### src/rtl/icache_line.sv
// One instruction-cache line: valid bit, tag and 32-byte data block.
// Combinational lookup; synchronous whole-line fill from the refill path.
module icache_line #(
  parameter int ADDR_W = 32,
  parameter int LINE_W = 256
) (
  input  logic              clk,
  input  logic              rst_n,
  input  logic [ADDR_W-1:0] r_addr,
  input  logic [ADDR_W-1:0] w_addr,
  input  logic              we,
  input  logic [LINE_W-1:0] data_in,
  output logic              hit,
  output logic [LINE_W-1:0] data_out
);

  localparam int OFF_W = $clog2(LINE_W / 8);
  localparam int TAG_W = ADDR_W - OFF_W;

  logic              valid_q, valid_d;
  logic [TAG_W-1:0]  tag_q, tag_d;
  logic [LINE_W-1:0] data_q, data_d;

  always_comb begin
    valid_d = valid_q;
    tag_d   = tag_q;
    data_d  = data_q;
    if (we) begin
      valid_d = 1'b1;
      tag_d   = w_addr[ADDR_W-1:OFF_W];
      data_d  = data_in;
    end
  end

  always_ff @(posedge clk or negedge rst_n) begin
    if (!rst_n) begin
      valid_q <= 1'b0;
      tag_q   <= '0;
      data_q  <= '0;
    end else begin
      valid_q <= valid_d;
      tag_q   <= tag_d;
      data_q  <= data_d;
    end
  end

  // Zero on miss so several lines can be OR-combined by the array.
  assign hit      = valid_q && (r_addr[ADDR_W-1:OFF_W] == tag_q);
  assign data_out = hit ? data_q : '0;

endmodule

### config.mk
export PLATFORM = sky130hd
export DESIGN_NAME = icache_line
export DESIGN_NICKNAME = d
export VERILOG_FILES = /design/src/rtl/icache_line.sv
export SDC_FILE = /design/constraint.sdc
export NUM_CORES = 1
export LEC_CHECK = 0
export CAP_MARGIN = 20
export CORE_AREA = 2 2 229 231
export CTS_CLUSTER_DIAMETER = 60
export DETAILED_ROUTE_END_ITERATION = 7
export DIE_AREA = 0 0 231 233
export PLACE_DENSITY = 0.56
export SYNTH_ARGS = -nofsm -noshare
export SYNTH_HDL_FRONTEND = slang
export SYNTH_SLANG_ARGS = --single-unit
### constraint.sdc
create_clock -name clk -period 3 [get_ports clk]
set_clock_uncertainty 0.15 [all_clocks]
set_input_delay 0.6 -clock clk [delete_from_list [all_inputs] [get_ports clk]]
set_output_delay 0.6 -clock clk [all_outputs]
set_load 0.1 [all_outputs]
==> results list <==
- Gr usage total: a little under a fifth
- Mapped Area: 13580 sq um
- The average instance in the mapped netlist occupies 13.90 sq um.
- In this run the power density over the cells is 430.1 nW/um^2.
- Setup repair after global routing could not meet its margin everywhere.
* Layout Area Growth over Synthesis: 87.40%
* Nets@finish: 1885
* Sequential area share after synthesis: a little over half
- The final number of max-transition violations was 0.
- Placed Cells incl. Taps: ~2.2k
* Vias in the first global route: 11.33k
- The synthesized design contains between 200 and 300 register bits.
- STA classifies the critical path startpoint as a primary input.
- Of the cells placed in the final design, the portion with a size suffix greater than 1 is 60.20%.
- For this run, design rule violations remaining after detail routing come to 0.
* Worst Setup Path Type: in2out
* Detailed-route wire length per cell: 23.31 um
* CTS max path bufs: 3
* DR iter-0 viols: 476
* Timing-limited maximum frequency: 288.4 MHz
* Final cycle utilization of the critical path: 115.6%
* Most common cell after layout, fill and taps aside: clkdlybuf4s50_1
* Most used cells in the layout excluding fill and tap cells: clkdlybuf4s50_1 (304), dfrtp_1 (284), mux2_2 (283), buf_12 (283), and4_4 (172)
- Using the TritonRoute via totals, the vias-per-cell ratio works out to 4.766.
* Gr ovfl total: 0
- Worst supply voltage drop on vdd: 368.6 uV
- STA puts the critical path data arrival time at 2.72 ns.
- The root buffer cell chosen for the clock tree is clkbuf_16.
- Core utilization of the finished layout: 49.81%
- The final reports fail on setup timing.
- Summed over all nets, the half-perimeter wirelength after detailed placement is 36.11 mm.
- Summed over all layers, the routed wires come to 52.93 mm.
* Number of endpoints with negative hold slack in the final report: 0
* Critical Path Fanout Max: 28
- The final route contains 10.82k vias.
- Sorting the synthesized cells by area gives the leading types as dfrtp_1 (52%), mux2_2 (23%), and4_1 (12%), and4_2 (5.2%), clkbuf_1 (2.2%).
* Leakage component of the power: 10.26 nW
* Min-Delay Path Class: reg2reg
* Global-route wire length before repair: 73.46 mm
- Once detail routing completed, the nets flagged for antenna violations numbered 0.
- At the end of routability-driven placement, the weighted congestion stood at roughly 0.84.
* Fin worst setup slack: -0.4677 ns
- Entering global routing, the biggest net connects 68 pins.
* Count of pins on the block boundary: 580
* Outcome: complete, but fails checks
* Unique cell type count in the Yosys netlist: 14
- Synthesis produced a netlist with a net count of about 1.3k.
- The floorplan step defined a die boundary enclosing ~54000 sq um.
- The Yosys step of the flow raised 0 warnings.
- For the worst-skew pair, the clock arrives at the later sink with an insertion delay of 0.56 ns.
- STA puts the critical path data required time at 2.25 ns.
- The region available for standard cell placement spans between 50000 and 60000 sq um.
* # Max-Cap Violations: 0
- Cell type contributing the most total cell area after synthesis: dfrtp_1
- Horizontal die dimension: ~230 um
- Setup violations remaining at the end of the flow were counted as between 200 and 300.
* Post-layout instance count excluding filler cells: 2271
- Buffers inserted during clock tree synthesis total 41.
- TritonCTS built the clock tree.
* Yosys top cell area share: about 52%
* Count of port buffers added during placement: 569
- Row count: 83
- In this run the vertical extent of the chip is 233 um.
* Transition time at the pin with the least slew margin: 0.5417 ns
- CTS built an H-tree with a depth of 2.
- Relative max-transition margin: 63.89%
- After clock tree synthesis, the clock-pin slew on the worst setup and hold paths is 0.05 ns.
- The initial antenna violation count came to 5.
- Gate count after technology mapping: 977
* Initial core utilization: between 20% and 30%
- The worst setup path is captured at an output pin.
- Number of clock sinks: 284
- For the finished layout, the period the worst path requires is 3.468 ns.
- Detailed-routing iteration count for the pre-antenna-repair pass: 6
-- stage by stage --
stage | TNS (ns) | hold slack, ns | setup WS [ns] | cell area, sq um | power, mW
floorplan | 0 | 0.1544 | 0.06699 | 13810 | 4.971
global placement | -108.89 | 0.3129 | -0.5334 | 23080 | 5.667
detailed placement | -115.76 | 0.3170 | -0.5512 | 23080 | 5.708
CTS | -113.95 | 0.3293 | -0.4941 | 24720 | 11.10
global route | -141.90 | 0.3400 | -0.5990 | 25450 | 11.40
finish | -107.63 | 0.3257 | -0.4677 | 25450 | 10.95
-- cells by family (layout without fill, tap and decap cells) --
| family | count (synthesis) | in the layout | synth area share (%) |
|---|---|---|---|
| DFF | 284 | 284 | 52.34 |
| muxes | 283 | 283 | 23.47 |
| and+or+nand+nor | 267 | 267 | 17.87 |
| buffers and inverters | 116 | 727 | 4.589 |
| xor gates and xnor gates | 27 | 27 | 1.741 |
| other | 0 | 3 | 0 |
-- metal layers --
metal / track usage, % / routed length, um / up-vias / share of wire, %
met5: 0 / 25 / - / 0.047
met4: 7.117 / 1692 / 4 / 3.2
met3: 6.299 / 3829 / 93 / 7.2
met2: 30.11 / 25900 / 363 / 49
met1: 21.23 / 21490 / 5454 / 41
li1: - / - / 4909 / -
-- registers in the layout, summed over array words and instances (netlist names) --
signal   flops
data_q     256
tag_q       27
valid_q      1
-- timing repair --
item / CTS / global route
buffers inserted: 5 / 2
hold endpoints to repair: 47 / 0
pin swaps: 20 / 79
gates resized for setup: 34 / 170
setup endpoints to repair: 257 / 257
hold buffers: 1 / 0
gates cloned: 2 / 22
-- final cells by class --
class / count / area, sq um
antenna: 3 / 7.507
clock buffer: 53 / 1164
clock inverter: 16 / 302.8
fill: 4452 / 25650
multi-input combinational: 577 / 6314
sequential: 284 / 7107
tap: 680 / 850.8
timing repair buffer: 658 / 9703
-- worst max-delay path: stages --
cell and delay, ns:
clkdlybuf4s50_1 0.47, xnor2_1 0.12, nand4_1 0.17, nor4_4 0.30
buf_6 0.22, buf_16 0.19, buf_12 0.18, and4_2 0.28
buf_12 0.18
-- report_power, final --
part | internal [mW] | total, mW | switching, mW
Sequential | 4.22 | 4.42 | 0.203
Combinational | 0.794 | 1.24 | 0.447
Clock | 3.42 | 5.28 | 1.87
-- path summary, 6_finish.rpt --
| check | end | from | slack [ns] | cells past startpoint |
|---|---|---|---|---|
| setup / recovery | data_out[38] | r_addr[7] | -0.47 | 9 |
| hold / removal | valid_q | valid_q | 0.33 | 1 |
| setup reg to reg | data_q[97] | data_q[97] | 2.05 | 1 |
| hold reg to reg | valid_q | valid_q | 0.33 | 1 |
| max in group asynchronous | data_q[239] | rst_n | 1.50 | 3 |
| min in group asynchronous | data_q[117] | rst_n | 0.44 | 2 |
-- synthesized netlist by cell type --
master      n
nor4_4      2
and4_2     70
and4_1    186
mux2_2    283
buf_2      12
xor2_1      4
clkbuf_1   81
dfrtp_1   284
xnor2_1    23
buf_6      23
and3_1      1
nor2_1      1
nand4_1     6
or2_2       1
Note: power is estimated with default switching activity, not from simulation.
